--- src/rtl/rename_pkg.sv ---
// Shared rename-stage definitions: register-file geometry and free-list state encoding.
package rename_pkg;

    localparam int unsigned NumPhysRegs  = 64;
    localparam int unsigned NumArchRegs  = 32;
    localparam int unsigned NumCkpt      = 4;
    localparam int unsigned PhysRegWidth = $clog2(NumPhysRegs);

    // Free-list controller states: loading the initial tag set, then normal operation.
    typedef enum logic {
        StInit = 1'b0,
        StRun  = 1'b1
    } fl_state_e;

    // Number of set bits in a two-slot request/valid vector.
    function automatic logic [1:0] popcount2(input logic [1:0] v);
        return {1'b0, v[0]} + {1'b0, v[1]};
    endfunction

endpackage

--- src/rtl/phys_free_list_if.sv ---
// Allocate/release/checkpoint handshake between the rename stage and the free list.
interface phys_free_list_if #(
    parameter int unsigned TagW = rename_pkg::PhysRegWidth
);

    logic [1:0]      alloc_req_i;
    logic            alloc_gnt_o;
    logic [TagW-1:0] alloc_tag_0_o;
    logic [TagW-1:0] alloc_tag_1_o;
    logic [1:0]      rel_valid_i;
    logic [TagW-1:0] rel_tag_0_i;
    logic [TagW-1:0] rel_tag_1_i;
    logic            save_i;
    logic            restore_i;

    // Rename/commit side: issues requests and releases, receives tags.
    modport master (
        output alloc_req_i, rel_valid_i, rel_tag_0_i, rel_tag_1_i, save_i, restore_i,
        input  alloc_gnt_o, alloc_tag_0_o, alloc_tag_1_o
    );

    // Free-list side.
    modport slave (
        input  alloc_req_i, rel_valid_i, rel_tag_0_i, rel_tag_1_i, save_i, restore_i,
        output alloc_gnt_o, alloc_tag_0_o, alloc_tag_1_o
    );

endinterface

--- src/rtl/ckpt_stack.sv ---
// Checkpoint LIFO holding saved free-list head pointers; pop wins over push.
module ckpt_stack #(
    parameter int unsigned Depth = 4,
    parameter int unsigned DataW = 6
) (
    input  logic             clk_i,
    input  logic             rst_ni,
    input  logic             push,
    input  logic             pop,
    input  logic [DataW-1:0] push_data,
    output logic [DataW-1:0] top,
    output logic             full,
    output logic             empty
);

    localparam int unsigned SpW  = $clog2(Depth + 1);
    localparam int unsigned IdxW = (Depth > 1) ? $clog2(Depth) : 1;

    logic [SpW-1:0]   sp_q;
    logic [DataW-1:0] mem_q [Depth];
    logic             do_push;
    logic             do_pop;

    // Status, top-of-stack view and legal push/pop qualification.
    always_comb begin
        empty   = (sp_q == '0);
        full    = (sp_q == SpW'(Depth));
        top     = '0;
        if (!empty) begin
            top = mem_q[IdxW'(sp_q - SpW'(1))];
        end
        do_pop  = pop && !empty;
        do_push = push && !pop && !full;
    end

    // Stack pointer and entry storage.
    always_ff @(posedge clk_i or negedge rst_ni) begin
        if (!rst_ni) begin
            sp_q <= '0;
            for (int unsigned i = 0; i < Depth; i++) begin
                mem_q[i] <= '0;
            end
        end else if (do_pop) begin
            sp_q <= sp_q - SpW'(1);
        end else if (do_push) begin
            mem_q[IdxW'(sp_q)] <= push_data;
            sp_q               <= sp_q + SpW'(1);
        end
    end

endmodule

--- src/rtl/phys_free_list.sv ---
// Physical register free list: circular tag FIFO with two-wide allocate/release
// and a checkpoint stack that rewinds the head on branch recovery.
module phys_free_list #(
    parameter int unsigned NumPhysRegs = rename_pkg::NumPhysRegs,
    parameter int unsigned NumArchRegs = rename_pkg::NumArchRegs,
    parameter int unsigned NumCkpt     = rename_pkg::NumCkpt,
    localparam int unsigned TagW       = $clog2(NumPhysRegs),
    localparam int unsigned Depth      = NumPhysRegs - NumArchRegs,
    localparam int unsigned PtrW       = $clog2(Depth) + 1
) (
    input  logic            clk_i,
    input  logic            rst_ni,
    phys_free_list_if.slave bus,
    output logic            ready_o,
    output logic [PtrW-1:0] free_count_o,
    output logic            ckpt_full_o,
    output logic            ckpt_empty_o,
    output logic            err_o
);

    import rename_pkg::*;

    localparam int unsigned IdxW = PtrW - 1;

    fl_state_e       state_q, state_d;
    logic [IdxW-1:0] init_idx_q, init_idx_d;
    logic [PtrW-1:0] head_q, head_d;
    logic [PtrW-1:0] tail_q, tail_d;
    logic [PtrW-1:0] count_q, count_d;
    logic            ready_q, ready_d;
    logic            err_q, err_d;

    logic [TagW-1:0] tag_mem [Depth];

    logic            run;
    logic [PtrW-1:0] req_cnt;
    logic [PtrW-1:0] grant_cnt;
    logic            gnt;
    logic [PtrW-1:0] head_alloc;
    logic [PtrW-1:0] avail;
    logic            rel_ok_0, rel_ok_1;
    logic            acc_0, acc_1;
    logic            rel_ovf;
    logic [IdxW-1:0] head_idx;
    logic [IdxW-1:0] wr_idx_0, wr_idx_1;
    logic            ckpt_push, ckpt_pop;
    logic [PtrW-1:0] ckpt_top;
    logic            ckpt_full, ckpt_empty;

    ckpt_stack #(
        .Depth (NumCkpt),
        .DataW (PtrW)
    ) u_ckpt_stack (
        .clk_i     (clk_i),
        .rst_ni    (rst_ni),
        .push      (ckpt_push),
        .pop       (ckpt_pop),
        .push_data (head_alloc),
        .top       (ckpt_top),
        .full      (ckpt_full),
        .empty     (ckpt_empty)
    );

    // Grant and release acceptance; a release only lands if the list stays within Depth.
    always_comb begin
        run        = (state_q == StRun);
        req_cnt    = PtrW'(popcount2(bus.alloc_req_i));
        gnt        = run && (bus.alloc_req_i != 2'b00) && (count_q >= req_cnt) && !bus.restore_i;
        grant_cnt  = gnt ? req_cnt : '0;
        head_alloc = head_q + grant_cnt;
        avail      = count_q - grant_cnt;
        rel_ok_0   = run && bus.rel_valid_i[0] && (bus.rel_tag_0_i != '0);
        rel_ok_1   = run && bus.rel_valid_i[1] && (bus.rel_tag_1_i != '0);
        acc_0      = rel_ok_0 && (avail < PtrW'(Depth));
        acc_1      = rel_ok_1 && ((avail + PtrW'(acc_0)) < PtrW'(Depth));
        rel_ovf    = (rel_ok_0 && !acc_0) || (rel_ok_1 && !acc_1);
        head_idx   = head_q[IdxW-1:0];
        wr_idx_0   = tail_q[IdxW-1:0];
        wr_idx_1   = tail_q[IdxW-1:0] + IdxW'(acc_0);
    end

    // Tag outputs; slot 1 takes the second entry only when slot 0 also allocates.
    always_comb begin
        bus.alloc_gnt_o   = gnt;
        bus.alloc_tag_0_o = '0;
        bus.alloc_tag_1_o = '0;
        if (run) begin
            bus.alloc_tag_0_o = tag_mem[head_idx];
            bus.alloc_tag_1_o = bus.alloc_req_i[0] ? tag_mem[head_idx + IdxW'(1)]
                                                   : tag_mem[head_idx];
        end
    end

    // Next-state logic: init sweep, then pointer/count/checkpoint updates.
    always_comb begin
        state_d    = state_q;
        init_idx_d = init_idx_q;
        head_d     = head_q;
        tail_d     = tail_q;
        count_d    = count_q;
        ready_d    = ready_q;
        err_d      = err_q;
        ckpt_push  = 1'b0;
        ckpt_pop   = 1'b0;

        case (state_q)
            StInit: begin
                init_idx_d = init_idx_q + IdxW'(1);
                if (init_idx_q == IdxW'(Depth - 1)) begin
                    state_d = StRun;
                    head_d  = '0;
                    tail_d  = PtrW'(Depth);
                    count_d = PtrW'(Depth);
                    ready_d = 1'b1;
                end
            end
            StRun: begin
                tail_d  = tail_q + PtrW'(acc_0) + PtrW'(acc_1);
                head_d  = head_alloc;
                count_d = avail + PtrW'(acc_0) + PtrW'(acc_1);
                if (rel_ovf) begin
                    err_d = 1'b1;
                end
                if (bus.restore_i) begin
                    // Restore outranks a simultaneous save; the save is dropped silently.
                    if (ckpt_empty) begin
                        err_d = 1'b1;
                    end else begin
                        ckpt_pop = 1'b1;
                        head_d   = ckpt_top;
                        count_d  = tail_d - ckpt_top;
                    end
                end else if (bus.save_i) begin
                    if (ckpt_full) begin
                        err_d = 1'b1;
                    end else begin
                        ckpt_push = 1'b1;
                    end
                end
            end
            default: state_d = StInit;
        endcase
    end

    // Control and pointer registers.
    always_ff @(posedge clk_i or negedge rst_ni) begin
        if (!rst_ni) begin
            state_q    <= StInit;
            init_idx_q <= '0;
            head_q     <= '0;
            tail_q     <= '0;
            count_q    <= '0;
            ready_q    <= 1'b0;
            err_q      <= 1'b0;
        end else begin
            state_q    <= state_d;
            init_idx_q <= init_idx_d;
            head_q     <= head_d;
            tail_q     <= tail_d;
            count_q    <= count_d;
            ready_q    <= ready_d;
            err_q      <= err_d;
        end
    end

    // Tag storage: reloaded by the init sweep, so it carries no reset.
    always_ff @(posedge clk_i) begin
        if (state_q == StInit) begin
            tag_mem[init_idx_q] <= TagW'(NumArchRegs) + TagW'(init_idx_q);
        end else begin
            if (acc_0) begin
                tag_mem[wr_idx_0] <= bus.rel_tag_0_i;
            end
            if (acc_1) begin
                tag_mem[wr_idx_1] <= bus.rel_tag_1_i;
            end
        end
    end

    assign ready_o      = ready_q;
    assign free_count_o = count_q;
    assign err_o        = err_q;
    assign ckpt_full_o  = ckpt_full;
    assign ckpt_empty_o = ckpt_empty;

endmodule

--- src/flat_wrapper.sv ---
// flat-port wrapper written by rule: the top's interface ports become plain ports
module phys_free_list_flat import rename_pkg::*;
#(
    parameter int unsigned NumPhysRegs = rename_pkg::NumPhysRegs,
    parameter int unsigned NumArchRegs = rename_pkg::NumArchRegs,
    parameter int unsigned NumCkpt     = rename_pkg::NumCkpt,
    localparam int unsigned TagW       = $clog2(NumPhysRegs),
    localparam int unsigned Depth      = NumPhysRegs - NumArchRegs,
    localparam int unsigned PtrW       = $clog2(Depth) + 1
)
  (clk_i, rst_ni, ready_o, free_count_o, ckpt_full_o, ckpt_empty_o, err_o, bus_alloc_req_i, bus_rel_valid_i, bus_rel_tag_0_i, bus_rel_tag_1_i, bus_save_i, bus_restore_i, bus_alloc_gnt_o, bus_alloc_tag_0_o, bus_alloc_tag_1_o);
  phys_free_list_if #(.TagW((PhysRegWidth))) bus_i ();
  input  logic clk_i;
  input  logic rst_ni;
  output logic ready_o;
  output logic [PtrW-1:0] free_count_o;
  output logic ckpt_full_o;
  output logic ckpt_empty_o;
  output logic err_o;
  input wire logic [$bits(bus_i.alloc_req_i)-1:0] bus_alloc_req_i;
  input wire logic [$bits(bus_i.rel_valid_i)-1:0] bus_rel_valid_i;
  input wire logic [$bits(bus_i.rel_tag_0_i)-1:0] bus_rel_tag_0_i;
  input wire logic [$bits(bus_i.rel_tag_1_i)-1:0] bus_rel_tag_1_i;
  input wire logic [$bits(bus_i.save_i)-1:0] bus_save_i;
  input wire logic [$bits(bus_i.restore_i)-1:0] bus_restore_i;
  output wire logic [$bits(bus_i.alloc_gnt_o)-1:0] bus_alloc_gnt_o;
  output wire logic [$bits(bus_i.alloc_tag_0_o)-1:0] bus_alloc_tag_0_o;
  output wire logic [$bits(bus_i.alloc_tag_1_o)-1:0] bus_alloc_tag_1_o;
  assign bus_i.alloc_req_i = bus_alloc_req_i;
  assign bus_i.rel_valid_i = bus_rel_valid_i;
  assign bus_i.rel_tag_0_i = bus_rel_tag_0_i;
  assign bus_i.rel_tag_1_i = bus_rel_tag_1_i;
  assign bus_i.save_i = bus_save_i;
  assign bus_i.restore_i = bus_restore_i;
  assign bus_alloc_gnt_o = bus_i.alloc_gnt_o;
  assign bus_alloc_tag_0_o = bus_i.alloc_tag_0_o;
  assign bus_alloc_tag_1_o = bus_i.alloc_tag_1_o;
  phys_free_list #(.NumPhysRegs(NumPhysRegs), .NumArchRegs(NumArchRegs), .NumCkpt(NumCkpt)) u_core (.clk_i(clk_i), .rst_ni(rst_ni), .bus(bus_i), .ready_o(ready_o), .free_count_o(free_count_o), .ckpt_full_o(ckpt_full_o), .ckpt_empty_o(ckpt_empty_o), .err_o(err_o));
endmodule
--- config.mk ---
export PLATFORM = sky130hd
export DESIGN_NAME = phys_free_list_flat
export DESIGN_NICKNAME = d
export VERILOG_FILES = /design/src/rtl/rename_pkg.sv /design/src/rtl/phys_free_list_if.sv /design/src/rtl/ckpt_stack.sv /design/src/rtl/phys_free_list.sv /design/src/flat_wrapper.sv
export SDC_FILE = /design/constraint.sdc
export NUM_CORES = 1
export LEC_CHECK = 0
export CAP_MARGIN = 20
export CORE_UTILIZATION = 50
export DETAILED_ROUTE_END_ITERATION = 7
export GPL_TIMING_DRIVEN = 0
export PLACE_DENSITY_LB_ADDON = 0.15
export SLEW_MARGIN = 30
export SYNTH_ARGS = -nofsm -noshare
export SYNTH_HDL_FRONTEND = slang
export SYNTH_SLANG_ARGS = --single-unit
--- constraint.sdc ---
create_clock -name clk_i -period 5.7 [get_ports clk_i]
set_input_delay 1.14 -clock clk_i [delete_from_list [all_inputs] [get_ports clk_i]]
set_output_delay 1.14 -clock clk_i [all_outputs]
set_load 0.02 [all_outputs]
**Word level (Yosys, flattened, before mapping)**

Memories as Yosys holds them, arrays and structs flattened.
Index checks and enable logic that the tools add are counted.

- Flip-flop bits (word level): 53
- Memory bits (writable): 192
- Input bits: 20
- Output and inout bits: 23
- Word-level logic and storage cells: 116
- Memories kept: 1

Memories:

| memory | words | bits a word | rd ports | clocked after Yosys merged registers in | wr ports | line | RTL |
|---|---|---|---|---|---|---|---|
| u_core.tag_mem | 32 | 6 | 2 | 0 | 2 | phys_free_list.sv:33 | `logic [TagW-1:0] tag_mem [Depth];` |

- Add/subtract/negate cells: 14
- Magnitude comparators: 6
- Equal/unequal tests: 3
- Muxes and demuxes: 46
- Bitwise logic cells: 4
- Reductions and logical operators: 30

Operators by type and width:

| cell | number |
|---|---|
| 2-to-1 mux 6 bit | 14 |
| case mux 6 bit (2 select lines) | 3 |
| adder 6 x 1 -> 6 bit | 4 |
| bitwise mux 24 bit | 1 |
| 2-to-1 mux 1 bit | 22 |
| logical AND 1 bit | 15 |
| binary-select mux 6 bit (select 2 bit) | 1 |
| demux 6 bit (select 2 bit) | 1 |
| less-than comparator 6 bit (second input constant) | 2 |
| nonzero test 6 bit | 2 |
| subtractor 6 bit | 2 |
| adder 5 x 1 -> 5 bit (second input constant) | 2 |
| adder 6 x 5 -> 6 bit (first input constant) | 1 |
| adder 6 bit | 1 |
| >= comparator 3 bit (second input constant) | 2 |
| >= comparator 6 x 2 -> 1 bit | 1 |
| logical NOT 1 bit | 6 |
| 2-to-1 mux 3 bit | 2 |
| inverter 2 -> 3 bit | 2 |
| OR reduction 6 bit | 1 |
| adder 5 x 1 -> 5 bit | 1 |
| equality test 5 bit (second input constant) | 1 |
| 2-to-1 mux 5 bit | 1 |
| AND reduction 2 bit | 2 |
| 11 further kinds | 13 |

**Depth between registers and ports, before layout**

Gate-level depths: netlist of run 1.

- Depth after elaboration: 18
- Mapped depth: 32
- Mapped depth without buffers: 31

**By module**

From an unflattened synthesis of run 1, not the netlist that was laid out.

- Cell total of the unflattened synthesis: 1174
- Area, all modules: 15967.8 um^2

By module, submodules not included:

| module | instances | cells each | area an instance (um^2) | sequential area each (um^2) |
|---|---|---|---|---|
| phys_free_list | 1 | 1079 | 14488.9 | 6416.2 |
| ckpt_stack | 1 | 95 | 1478.9 | 675.6 |

**Least setup slack after synthesis of run 1**

Ideal clock, no wire load.

- Kind: input port to flip-flop
- Start point: input bus_alloc_req_i[0]
- End point: register u_core.count_q[5], in the netlist u_core.free_count_o[5]
- Library setup time: 0.077 ns
- Arrival: 8.330 ns
- Required time: 5.623 ns
- Path slack: -2.708 ns
- Cell stages on the path: 31
- Buffers on the path: 1
- Cells stage by stage: inv_1 > ha_1 > ha_1 > o21ai_0 > a2111oi_0 > nand2_1 > ha_1 > or2_4 > o31ai_1 > and2_4 > nand2_1 > inv_1 > clkbuf_1 > ha_1 > and3_1 > o211ai_1 > xor2_1 > nor2_1 > xor2_1 > ha_1 > a21oi_1 > inv_1 > ha_1 > xor2_1 > ha_1 > o21ai_0 > o21bai_1 > a21oi_1 > xnor2_1 > xnor3_1 > a21oi_1

- Word-level cells in the longest chain between the ends: 16
- Elaborated cells between the ends (all ways): 20
- Classes of those cells: 7 x add/sub; 3 x order compare; 4 x mux; 6 x reduce/logical

Ends and longest elaborated chain:

| what | line | RTL |
|---|---|---|
| start: declaration | flat_wrapper.sv:20 | `input wire logic [$bits(bus_i.alloc_req_i)-1:0] bus_alloc_req_i;` |
| adder 1 x 1 -> 2 bit or nonzero test 2 bit (tied branches) | rename_pkg.sv:17, phys_free_list.sv:68 |  |
| >= comparator 6 x 2 -> 1 bit or logical AND 1 bit (tied branches) | phys_free_list.sv:68 | `gnt = run && (bus.alloc_req_i != 2'b00) && (count_q >= req_cnt) && !bus.restore_i;` |
| logical AND 1 bit (*) (2 in a row) | phys_free_list.sv:68 |  |
| net bus_alloc_gnt_o | flat_wrapper.sv:26 | `output wire logic [$bits(bus_i.alloc_gnt_o)-1:0] bus_alloc_gnt_o;` |
| 2-to-1 mux 2 bit (*) | phys_free_list.sv:69 | `grant_cnt = gnt ? req_cnt : '0;` |
| subtractor 6 bit (*) | phys_free_list.sv:71 | `avail = count_q - grant_cnt;` |
| less-than comparator 6 bit | phys_free_list.sv:74 | `acc_0 = rel_ok_0 && (avail < PtrW'(Depth));` |
| logical AND 1 bit | phys_free_list.sv:74 |  |
| adder 6 x 1 -> 6 bit | phys_free_list.sv:75, phys_free_list.sv:120 |  |
| less-than comparator 6 bit | phys_free_list.sv:75 | `acc_1 = rel_ok_1 && ((avail + PtrW'(acc_0)) < PtrW'(Depth));` |
| logical AND 1 bit | phys_free_list.sv:75 |  |
| adder 6 x 1 -> 6 bit | phys_free_list.sv:118 | `tail_d = tail_q + PtrW'(acc_0) + PtrW'(acc_1);` |
| subtractor 6 bit | phys_free_list.sv:131 | `count_d = tail_d - ckpt_top;` |
| 2-to-1 mux 6 bit | phys_free_list.sv:126 | `if (ckpt_empty) begin` |
| 2-to-1 mux 6 bit (*) | phys_free_list.sv:124 | `if (bus.restore_i) begin` |
| case mux 6 bit (2 select lines) (*) | phys_free_list.sv:106 | `case (state_q)` |
| end signal: assignment | phys_free_list.sv:160 | `count_q <= count_d;` |
| end: declaration | phys_free_list.sv:29 | `logic [PtrW-1:0] count_q, count_d;` |

The timed path passes the listed nets; every way through them passes the cells marked *.
A chain may end at the register's enable or synchronous reset.

**Final worst setup path of run 1**

- Start point: input bus_alloc_req_i[0]
- End point: register u_core.count_q[5], in the netlist u_core.free_count_o[5]

- Word-level cells in the longest chain between the ends: 16
- Elaborated cells between the ends (all ways): 20
- Classes of those cells: 7 x add/sub; 3 x order compare; 4 x mux; 6 x reduce/logical

Ends and longest elaborated chain:

| what | line |
|---|---|
| adder 1 x 1 -> 2 bit or nonzero test 2 bit (tied branches) | rename_pkg.sv:17, phys_free_list.sv:68 |
| >= comparator 6 x 2 -> 1 bit or logical AND 1 bit (tied branches) | phys_free_list.sv:68 |
| logical AND 1 bit (2 in a row) | phys_free_list.sv:68 |
| 2-to-1 mux 2 bit (*) | phys_free_list.sv:69 |
| subtractor 6 bit (*) | phys_free_list.sv:71 |
| less-than comparator 6 bit | phys_free_list.sv:74 |
| logical AND 1 bit | phys_free_list.sv:74 |
| adder 6 x 1 -> 6 bit | phys_free_list.sv:75, phys_free_list.sv:120 |
| less-than comparator 6 bit | phys_free_list.sv:75 |
| logical AND 1 bit | phys_free_list.sv:75 |
| adder 6 x 1 -> 6 bit | phys_free_list.sv:118 |
| subtractor 6 bit | phys_free_list.sv:131 |
| 2-to-1 mux 6 bit | phys_free_list.sv:126 |
| 2-to-1 mux 6 bit (*) | phys_free_list.sv:124 |
| case mux 6 bit (2 select lines) (*) | phys_free_list.sv:106 |

Every way passes the cells marked *; elsewhere a longest branch is shown, timed or not.

==> metrics.txt, run 1 <==
fraction of the core area covered by cells at the end of the flow=between 60% and 70%; slowest library cell on the worst path=or4_4; area of all placed cells without fillers=about 19000 sq um; Hold Vio Cnt, Final=0; clock tree from TritonCTS=done; Initial Util=51.4%; biggest fanout along the worst timing path=3; worst clock skew=0.00623 ns; type of the worst setup path=input pin to flip-flop; RSZ-0062 raised after global routing=true; post-placement cell count=about 1500; GRT Util Overall=32.6%; CTS root buf=clkbuf_16; Top cell by count, worst path=ha_4; transition time at the pin with the least slew margin=approximately 1.1 ns; total I/O pin count=43; floorplan core area=30000 sq um; number of DRC markers in iteration 0=1205; Vias=roughly 11000; detailed-router iteration count before antenna repair=5; sinks on the clock net=245; hold crit path type=input pin to asynchronous set/reset pin; Worst Path Required=6.18 ns; count of state elements after synthesis=245; net total in the final layout=around 1300; Avg Synthesized Cell Area=13.9 sq um; shortest clock period the worst path allows after layout=6.15 ns; yosys warns=0; htree depth=1; Post-Synthesis Net Count=approximately 1200; Antenna Nets Post-Route=0; worst hold slack after final layout=0.434 ns; worst slack after detailed placement=-2.45 ns; final weighted congestion in routability-driven placement=0.994; via count of the first global-routing pass=10811; worst vdd rail ir drop=between 0.2 and 0.3 mV; port buffer count=42; post-placement cell area=approximately 17000 sq um; crit path capture type=flip-flop; share of the cycle needed by the critical path after routing=108%; longest individual stage delay on the worst path=between 0.5 and 0.6 ns; global-route wire length before repair=roughly 72 mm; count of mapped cells out of synthesis=1105; # setup viols final=5; area used by multi-input combinational logic=8670 sq um; total power density per cell area=496 nW/um^2; pin count of the biggest net entering global routing=42; HPWL after DPL=roughly 36 mm; delay-heaviest family, CP=simple AND/OR/NAND/NOR gates; area grow syn2layout=20.8%; sequential fraction of the synthesis area=46.1%; Main synth FF type=edfxtp_1; number of buffer and inverter instances along the worst setup path=4; DIE AREA=about 32000 sq um; total standard cell area after synthesis=~15000 sq um; leakage power of the design=approximately 6.7 nW; area used by sequential logic in the layout=7090 sq um; max frequency=0.163 GHz; clock-pin slew on the worst setup and hold paths=0.06 ns; via-per-instance ratio=roughly 6.7; CTS hold repair buffers=0; filler cell count in the final layout=2285; WL final=between 40 and 50 mm; worst-case setup margin in the final layout=-0.449 ns; number of antenna violations at the first check in global routing=1; height of the chip=177 um; status=finished, violations left; FFs w/ async S/R, synth=between 20% and 30%; Post-Layout Cell Count=1630; clock latency on the worst-skew pair=0.55 ns; share of layout cells above drive strength 1=between 40% and 50%; Distinct cells, synth=69; most common library cell in the layout ignoring fill and taps=edfxtp_1; number of placement rows=63; worst slew slack as a fraction of its limit=27.3%; final global-route overflow total=0; crit path DAT=6.63 ns; drt wl/cell=30.7 um; Post-synth EDFFs=192; remaining routing DRC violations=0; number of buffers on the longest clock path=3; count of final max-slew check failures=0; DIE WIDTH=about 180 um; critical path startpoint category=input pin; number of clock buffers inserted by TritonCTS=28; most used cells in the layout excluding fill and tap cells=edfxtp_1 (192), mux2_2 (164), mux4_2 (126); number of max-cap violations=0; violated checks=negative setup slack
[where the power goes]
part / total [mW] / leakage (nW) / switching [mW] / internal, mW
Sequential: 2.35 / 2.43 / 0.133 / 2.21
Combinational: 4.99 / 3.76 / 2.70 / 2.29
Clock: 1.89 / 0.473 / 0.763 / 1.13
Total: 9.23 / 6.66 / 3.59 / 5.63
[timing repair]
item,4_1_cts,5_1_grt
setup buffers,27,12
gates resized for setup,47,43
cloned,0,0
pin swaps,26,29
endpoints found under the setup margin,402,245
[cell type report]
class | instances | area share [%]
flip-flops and latches | 245 | 38.1
plain buffers | 97 | 2.54
clock inverters | 12 | 0.572
multi-input cells | 737 | 46.6
clock buffers | 39 | 4.60
inverters | 25 | 0.565
repair buffers | 84 | 4.37
well taps | 390 | 2.62
diodes | 1 | 0.0135
[per-layer routing]
metal / routed length [um] / global-route usage, % / up-vias / share of wire, %
li1: - / - / 4560 / -
met1: 19700 / 45.2 / 5597 / 39
met2: 22100 / 48.3 / 686 / 44
met3: 5630 / 8.16 / 120 / 11
met4: 2510 / 14.6 / 0 / 5.0
met5: 0 / 0 / - / 0
[sequential cells by signal, indices dropped and copies added, names as in the netlist]
register	count
u_core.head_q	6
u_core.ready_o	1
u_core.tag_mem	192
u_core.err_o	1
u_core.free_count_o	6
u_core.u_ckpt_stack.mem_q	24
u_core.tail_q	6
u_core.u_ckpt_stack.sp_q	3
u_core.init_idx_q	5
u_core.run	1
[kinds of logic after synthesis]
kind of cell | after synthesis | share of synthesized area (%)
AO/OA/AOI/OAI | 134 | 5.44
XOR/XNOR | 32 | 2.01
adder cells (fa/ha/maj) | 32 | 2.75
flip-flops | 245 | 46.1
multiplexers | 347 | 34.4
AND/OR/NAND/NOR | 192 | 6.16
buffers and inverters | 123 | 3.14
[synthesized netlist by cell type (2+ instances only)]
cell	n	share of area [%]
edfxtp_1	192	37
a21o_1	3	0.15
a31oi_1	5	0.20
and2_1	5	0.20
o21bai_1	9	0.44
o2bb2ai_1	7	0.40
and3_1	5	0.20
nor3b_1	2	0.097
buf_1	15	0.37
buf_2	5	0.16
o31a_1	2	0.11
nor4_1	3	0.12
xor2_1	12	0.68
xnor2_1	18	1.0
mux2i_1	18	1.2
nand2_1	79	1.9
o31ai_1	5	0.24
o22ai_1	12	0.49
a21oi_1	20	0.65
nor2b_1	11	0.45
nand3_1	7	0.23
nand2_2	8	0.33
dfrtp_1	53	8.6
a22oi_1	3	0.15
nor3_1	14	0.46
o21a_1	2	0.097
and2b_1	3	0.15
mux4_2	126	18
fa_1	3	0.39
a41oi_1	2	0.11
nor2_1	37	0.90
o21ai_0	51	1.7
clkbuf_1	74	1.8
nand2b_1	4	0.16
buf_4	2	0.097
o211ai_1	2	0.097
inv_1	24	0.59
mux2_2	200	15
a22o_1	2	0.11
ha_1	29	2.4
mux2_1	3	0.22
[worst paths after layout]
| path | start | to | slack (ns) | depth (start not counted) |
|---|---|---|---|---|
| setup reg to reg | u_core.run | u_core.free_count_o[5] | -0.28 | 28 |
| min in group clk_i | u_core.ready_o | u_core.ready_o | 0.46 | 1 |
| hold / removal | rst_ni | u_core.free_count_o[2] | 0.43 | 1 |
| setup / recovery | bus_alloc_req_i[0] | u_core.free_count_o[5] | -0.45 | 31 |
| hold reg to reg | u_core.ready_o | u_core.ready_o | 0.46 | 1 |
| max in group asynchronous | rst_ni | u_core.u_ckpt_stack.mem_q[17] | 4.78 | 2 |
[metrics by stage]
| stage | setup TNS [ns] | power (mW) |
|---|---|---|
| 2_1_floorplan | -78.29 | 5.43 |
| 3_3_place_gp | -628.60 | 6.77 |
| 3_5_place_dp | -555.64 | 6.85 |
| 4_1_cts | -0.694 | 8.92 |
| 5_1_grt | -4.28 | 9.52 |
| 6_report | -1.43 | 9.23 |
Power figures use the tool's default switching activity.
==> run 2, diff against run 1 <==
--- a/config.mk
+++ b/config.mk
@@ -6,10 +6,13 @@
 export NUM_CORES = 1
 export LEC_CHECK = 0
 export CAP_MARGIN = 20
+export CELL_PAD_IN_SITES_DETAIL_PLACEMENT = 1
+export CELL_PAD_IN_SITES_GLOBAL_PLACEMENT = 1
 export CORE_UTILIZATION = 50
 export DETAILED_ROUTE_END_ITERATION = 7
 export GPL_TIMING_DRIVEN = 0
 export PLACE_DENSITY_LB_ADDON = 0.15
+export SETUP_SLACK_MARGIN = 0.15
 export SLEW_MARGIN = 30
 export SYNTH_ARGS = -nofsm -noshare
 export SYNTH_HDL_FRONTEND = slang
==> constraint.sdc (replaced) <==
create_clock -name clk_i -period 7.7 [get_ports clk_i]
set_input_delay 1.54 -clock clk_i [delete_from_list [all_inputs] [get_ports clk_i]]
set_output_delay 1.54 -clock clk_i [all_outputs]
set_load 0.02 [all_outputs]
==> metrics.txt, run 2 (synthesized netlist as in run 1, its figures left out) <==
height of the chip=177 um (unchanged); clock tree from TritonCTS=done (unchanged); Antenna Nets Post-Route=0 (unchanged); biggest fanout along the worst timing path=12 (was 3); CTS hold repair buffers=0 (unchanged); critical path startpoint category=input pin (unchanged); pin count of the biggest net entering global routing=33 (was 42); sinks on the clock net=245 (unchanged); port buffer count=42 (unchanged); clock-pin slew on the worst setup and hold paths=0.06 ns (about the same); shortest clock period the worst path allows after layout=about 7.4 ns; share of the cycle needed by the critical path after routing=96.1%; final global-route overflow total=0 (unchanged); flip-flop count of the largest register, all copies and words added=192 (unchanged); DIE AREA=31500 sq um (unchanged); htree depth=1 (unchanged); Hold Vio Cnt, Final=0 (unchanged); max frequency=0.135 GHz; DIE WIDTH=177 um (unchanged); delay-heaviest family, CP=simple AND/OR/NAND/NOR gates (unchanged); total negative slack for setup checks=0 ns (was -1.43 ns); worst vdd rail ir drop=0.192 mV (was 0.282 mV); total chip power=6.49 mW (was 9.23 mW); reg-to-reg slack, setup=1.14 ns (was -0.28 ns); slowest library cell on the worst path=or4_4 (unchanged); share of layout cells above drive strength 1=36.9% (was 45.9%); worst slew slack as a fraction of its limit=28.2% (was 27.3%); crit path capture type=flip-flop (unchanged); post-placement cell count=1539 (was 1542); CTS root buf=clkbuf_16 (unchanged); HPWL after DPL=39.7 mm (was 36.2 mm); Regs by FF count=u_core.tag_mem (192), u_core.u_ckpt_stack.mem_q (24) (unchanged); number of buffer and inverter instances along the worst setup path=5 (was 4); RSZ-0062 raised after global routing=false (was true); Vias=11138 (was 10963); most common library cell in the layout ignoring fill and taps=mux2_2 (was edfxtp_1); global-route wire length before repair=77.8 mm (was 72.3 mm); number of clock buffers inserted by TritonCTS=28 (unchanged); type of the worst setup path=input pin to flip-flop (unchanged); transition time at the pin with the least slew margin=1.07 ns (was 1.09 ns); worst hold slack after final layout=0.468 ns (was 0.434 ns); number of max-cap violations=0 (unchanged); number of DRC markers in iteration 0=1301 (was 1205); number of antenna violations at the first check in global routing=1 (unchanged); count of final max-slew check failures=0 (unchanged); Initial Util=51.4% (unchanged); via-per-instance ratio=6.97 (was 6.73); hold crit path type=flip-flop to flip-flop (was input pin to asynchronous set/reset pin); count of antenna diodes in the layout=0 (was 1); crit path DAT=7.88 ns (was 6.63 ns); via count of the first global-routing pass=11439 (was 10811); most used cells in the layout excluding fill and tap cells=mux2_2 (200), edfxtp_1 (192), mux4_2 (126) (was edfxtp_1 (192), mux2_2 (164), mux4_2 (126)); drt wl/cell=33.8 um (was 30.7 um); clock latency on the worst-skew pair=0.57 ns (was 0.55 ns); floorplan core area=30000 sq um (unchanged); leakage power of the design=6.25 nW (was 6.66 nW); # setup viols final=0 (was 5); area grow syn2layout=13.8% (was 20.8%); fraction of the core area covered by cells at the end of the flow=58.5% (was 62.1%); detailed-router iteration count before antenna repair=5 (unchanged); total power density per cell area=370 nW/um^2 (was 496 nW/um^2); Largest Register=u_core.tag_mem (unchanged); net total in the final layout=1241 (was 1270); Worst Path Required=8.18 ns (was 6.18 ns); WL final=54.0 mm (was 50.0 mm); longest individual stage delay on the worst path=0.54 ns (was 0.53 ns); remaining routing DRC violations=0 (unchanged); final weighted congestion in routability-driven placement=0.992 (was 0.994); total I/O pin count=43 (unchanged); number of buffers on the longest clock path=3 (unchanged); GRT Util Overall=35.0% (was 32.6%); number of placement rows=63 (unchanged); status=completed (was finished, violations left); Post-Layout Cell Count=1598 (was 1630); worst clock skew=0.0211 ns (was 0.00623 ns)
run 2: changes by cell type in the layout (fill, tap and decap cells not counted), moves of 8 or more:
cell and delta:
o21ai_0 +15, buf_4 -27, nand2_1 +16, o21ai_4 -8, o21ai_2 -14, mux2_2 +36, mux2_4 -36, clkbuf_1 +9
nand2_2 -15
run 2: area by class of cell:
| type | count | area, sq um |
|---|---|---|
| timing repair buffer | 54 | 523 |
| multi-input combinational | 737 | 8010 |
| inverter | 25 | 97.6 |
| clock buffer | 39 | 813 |
| sequential | 245 | 7090 |
| fill | 2884 | 12400 |
| tap | 390 | 488 |
| buffer | 98 | 414 |
| clock inverter | 10 | 85.1 |
run 2: through the flow:
| stage | worst slack, ns | cell area [sq um] |
|---|---|---|
| 4_1_cts | 0.209 | 17400 |
| 6_report | 0.299 | 17500 |
| 3_5_place_dp | -1.38 | 16400 |
| 3_3_place_gp | -1.19 | 16400 |
| 5_1_grt | 0.0603 | 17500 |
| 2_1_floorplan | 0.165 | 15500 |
run 2: power breakdown:
group / leakage, nW / internal (mW) / switching [mW]
clock network: 0.445 / 0.766 / 0.563
logic: 3.38 / 1.51 / 1.91
registers: 2.43 / 1.64 / 0.0983
total: 6.25 / 3.92 / 2.57
run 2: worst paths after layout:
path | startpoint | cells past startpoint | endpoint
worst max-delay path | bus_alloc_req_i[1] | 32 | u_core.free_count_o[5]
worst min-delay path | u_core.ready_o | 1 | u_core.ready_o
worst max register to register | u_core.run | 29 | u_core.free_count_o[5]
worst min register to register | u_core.ready_o | 1 | u_core.ready_o
max in group asynchronous | rst_ni | 2 | u_core.free_count_o[1]
min in group asynchronous | rst_ni | 1 | u_core.init_idx_q[4]
run 2: metal layers:
layer | part of all wire, % | global-route usage, % | vias up
met3 | 9.8 | 8.33 | 191
met5 | 0 | 0 | -
met4 | 5.5 | 16.5 | 0
met2 | 47 | 55.8 | 659
li1 | - | - | 4495
met1 | 38 | 45.2 | 5793
run 2: timing repair:
| action | 4_1_cts | 5_1_grt |
|---|---|---|
| gates resized for setup | 7 | 11 |
| buffers inserted | 4 | 6 |
| endpoints found under the setup margin | 102 | 2 |
| cloned | 0 | 0 |
| pin swaps | 2 | 7 |
==> run 3, diff against run 2 <==
--- a/config.mk
+++ b/config.mk
@@ -8,9 +8,11 @@
 export CAP_MARGIN = 20
 export CELL_PAD_IN_SITES_DETAIL_PLACEMENT = 1
 export CELL_PAD_IN_SITES_GLOBAL_PLACEMENT = 1
-export CORE_UTILIZATION = 50
+export CORE_UTILIZATION = 56
+export CTS_CLUSTER_SIZE = 10
 export DETAILED_ROUTE_END_ITERATION = 7
 export GPL_TIMING_DRIVEN = 0
+export HOLD_SLACK_MARGIN = 0.1
 export PLACE_DENSITY_LB_ADDON = 0.15
 export SETUP_SLACK_MARGIN = 0.15
 export SLEW_MARGIN = 30
==> metrics.txt, run 3 (synthesized netlist as in run 1, its figures left out) <==
Regs by FF count=u_core.tag_mem (192), u_core.u_ckpt_stack.mem_q (24) (unchanged); cell count of the worst hold path=1 (unchanged); worst clock skew=0.00945 ns (was 0.0211 ns); global-route wire length before repair=78.9 mm (was 77.8 mm); Top cell by count, worst path=inv_1; worst slew slack as a fraction of its limit=26.4% (was 28.2%); number of max-cap violations=0 (unchanged); shortest clock period the worst path allows after layout=7.37 ns (was 7.40 ns); WL final=54.2 mm (was 54.0 mm); filler cell count in the final layout=2542 (was 2884); area used by sequential logic in the layout=7090 sq um (unchanged); clock-pin slew on the worst setup and hold paths=0.06 ns (about the same); number of placement rows=60 (was 63); pin count of the biggest net entering global routing=47 (was 33); count of final max-slew check failures=0 (unchanged); DIE AREA=28200 sq um (was 31500 sq um); transition time at the pin with the least slew margin=1.10 ns (was 1.07 ns); cell count of the worst reg-to-reg path=29 (unchanged); longest individual stage delay on the worst path=0.50 ns (was 0.54 ns); share of layout cells above drive strength 1=35.9% (was 36.9%); RSZ-0062 raised after global routing=false (unchanged); leakage power of the design=6.18 nW (was 6.25 nW); start of the worst register-to-register path=u_core.run (unchanged); reg-to-reg slack, setup=1.34 ns (was 1.14 ns); Worst Path Required=8.20 ns (was 8.18 ns); clock tree from TritonCTS=done (unchanged); number of DRC markers in iteration 0=1590 (was 1301); crit path DAT=7.86 ns (was 7.88 ns); drt wl/cell=34.9 um (was 33.8 um); via count of the first global-routing pass=11713 (was 11439); area grow syn2layout=12.7% (was 13.8%); final global-route overflow total=0 (unchanged); CTS hold repair buffers=0 (unchanged); number of buffers on the longest clock path=3 (unchanged); type of the worst setup path=input pin to flip-flop (unchanged); count of antenna diodes in the layout=0 (unchanged); floorplan core area=27000 sq um (was 30000 sq um); hold crit path type=flip-flop to flip-flop (unchanged); port buffer count=42 (unchanged); number of clock buffers inserted by TritonCTS=29 (was 28); share of the cycle needed by the critical path after routing=95.7% (was 96.1%); most used cells in the layout excluding fill and tap cells=mux2_2 (200), edfxtp_1 (192), mux4_2 (126) (unchanged); number of antenna violations at the first check in global routing=0 (was 1); biggest fanout along the worst timing path=12 (unchanged); via-per-instance ratio=7.26 (was 6.97); height of the chip=168 um (was 177 um); capture instance of the worst register-to-register path=u_core.free_count_o[5] (unchanged); total power density per cell area=372 nW/um^2 (was 370 nW/um^2); DIE WIDTH=168 um (was 177 um); htree depth=1 (unchanged); slowest library cell on the worst path=or4_4 (unchanged); crit path capture type=flip-flop (unchanged); total I/O pin count=43 (unchanged); net total in the final layout=1241 (unchanged); GRT Util Overall=39.4% (was 35.0%); sinks on the clock net=245 (unchanged); Vias=11259 (was 11138); most common library cell in the layout ignoring fill and taps=mux2_2 (unchanged); area used by multi-input combinational logic=7970 sq um (was 8010 sq um); Hold Vio Cnt, Final=0 (unchanged); Largest Register=u_core.tag_mem (unchanged); status=completed (unchanged); detailed-router iteration count before antenna repair=7 (was 5); clock latency on the worst-skew pair=0.57 ns (about the same); worst vdd rail ir drop=0.253 mV (was 0.192 mV); Antenna Nets Post-Route=0 (unchanged); flip-flop count of the largest register, all copies and words added=192 (unchanged); worst min-delay path startpoint=u_core.err_o (was u_core.ready_o); CTS root buf=clkbuf_16 (unchanged); remaining routing DRC violations=0 (unchanged); max frequency=0.136 GHz (was 0.135 GHz); worst hold slack after final layout=0.476 ns (was 0.468 ns); critical path startpoint category=input pin (unchanged); HPWL after DPL=38.4 mm (was 39.7 mm); final weighted congestion in routability-driven placement=1.01 (was 0.992); Initial Util=57.1% (was 51.4%); Min-Delay Endpoint=u_core.err_o (was u_core.ready_o); fraction of the core area covered by cells at the end of the flow=64.4% (was 58.5%); # setup viols final=0 (unchanged)
## run 3: cell types whose count changed in the layout (fill, tap and decap cells not counted), sizes merged
| cell | previous run | this run |
|---|---|---|
| clkdlybuf4s15 | 0 | 1 |
| clkbuf | 115 | 127 |
| clkinv | 8 | 2 |
| buf | 35 | 32 |
| bufinv | 1 | 0 |
| dlygate4sd2 | 1 | 0 |
## run 3: cell type report
cell class	count	area share (%)
timing repair buffer	53	2.99
inverter	25	0.562
clock buffer	49	4.73
multi-input combinational	737	45.9
tap	341	2.46
sequential	245	40.9
buffer	98	2.38
clock inverter	3	0.101
## run 3: per-layer routing
metal	track usage, %	part of all wire, %
met3	10.9	12
met2	61.4	46
met5	1.22	0.096
met1	50.2	35
met4	21.5	6.7
## run 3: timing repair
item,CTS,global route
pin swaps,1,10
gates resized for setup,6,12
setup endpoints to repair,53,12
buffers inserted,3,5
## run 3: power by group
part / switching (mW) / internal [mW]
Sequential: 0.101 / 1.64
Combinational: 1.94 / 1.51
Clock: 0.556 / 0.716
Total: 2.59 / 3.86
## run 3: how the worst max path moves through the flow
stage                        from                     end
2_1_floorplan  bus_alloc_req_i[0]  u_core.free_count_o[5]
3_3_place_gp   bus_alloc_req_i[0]  u_core.free_count_o[5]
3_5_place_dp   bus_alloc_req_i[0]  u_core.free_count_o[5]
4_1_cts        bus_alloc_req_i[1]  u_core.free_count_o[5]
5_1_grt        bus_alloc_req_i[1]  u_core.free_count_o[5]
6_report       bus_alloc_req_i[1]  u_core.free_count_o[5]
## run 3: per-stage QoR
stage / cell area (sq um) / worst slack, ns / power [mW] / instances / setup TNS (ns)
final: 17400 / 0.331 / 6.46 / 1551 / 0
after global routing: 17400 / 0.00778 / 6.66 / 1551 / 0
after CTS: 17300 / 0.155 / 6.24 / 1546 / 0
after detailed placement: 16400 / -1.34 / 4.94 / 1491 / -81.20
after global placement: 16300 / -1.16 / 4.82 / 1488 / -90.68
after floorplan: 15500 / 0.165 / 3.90 / 1105 / 0
## run 3: critical path: cells and delay by family
family                     cells  cell delay (ns)
AOI/OAI and AO/OA              7             1.20
xor gates and xnor gates       4             0.78
adders and majority gates      7             1.64
buffers and inverters          6             0.97
and+or+nand+nor                9             1.72
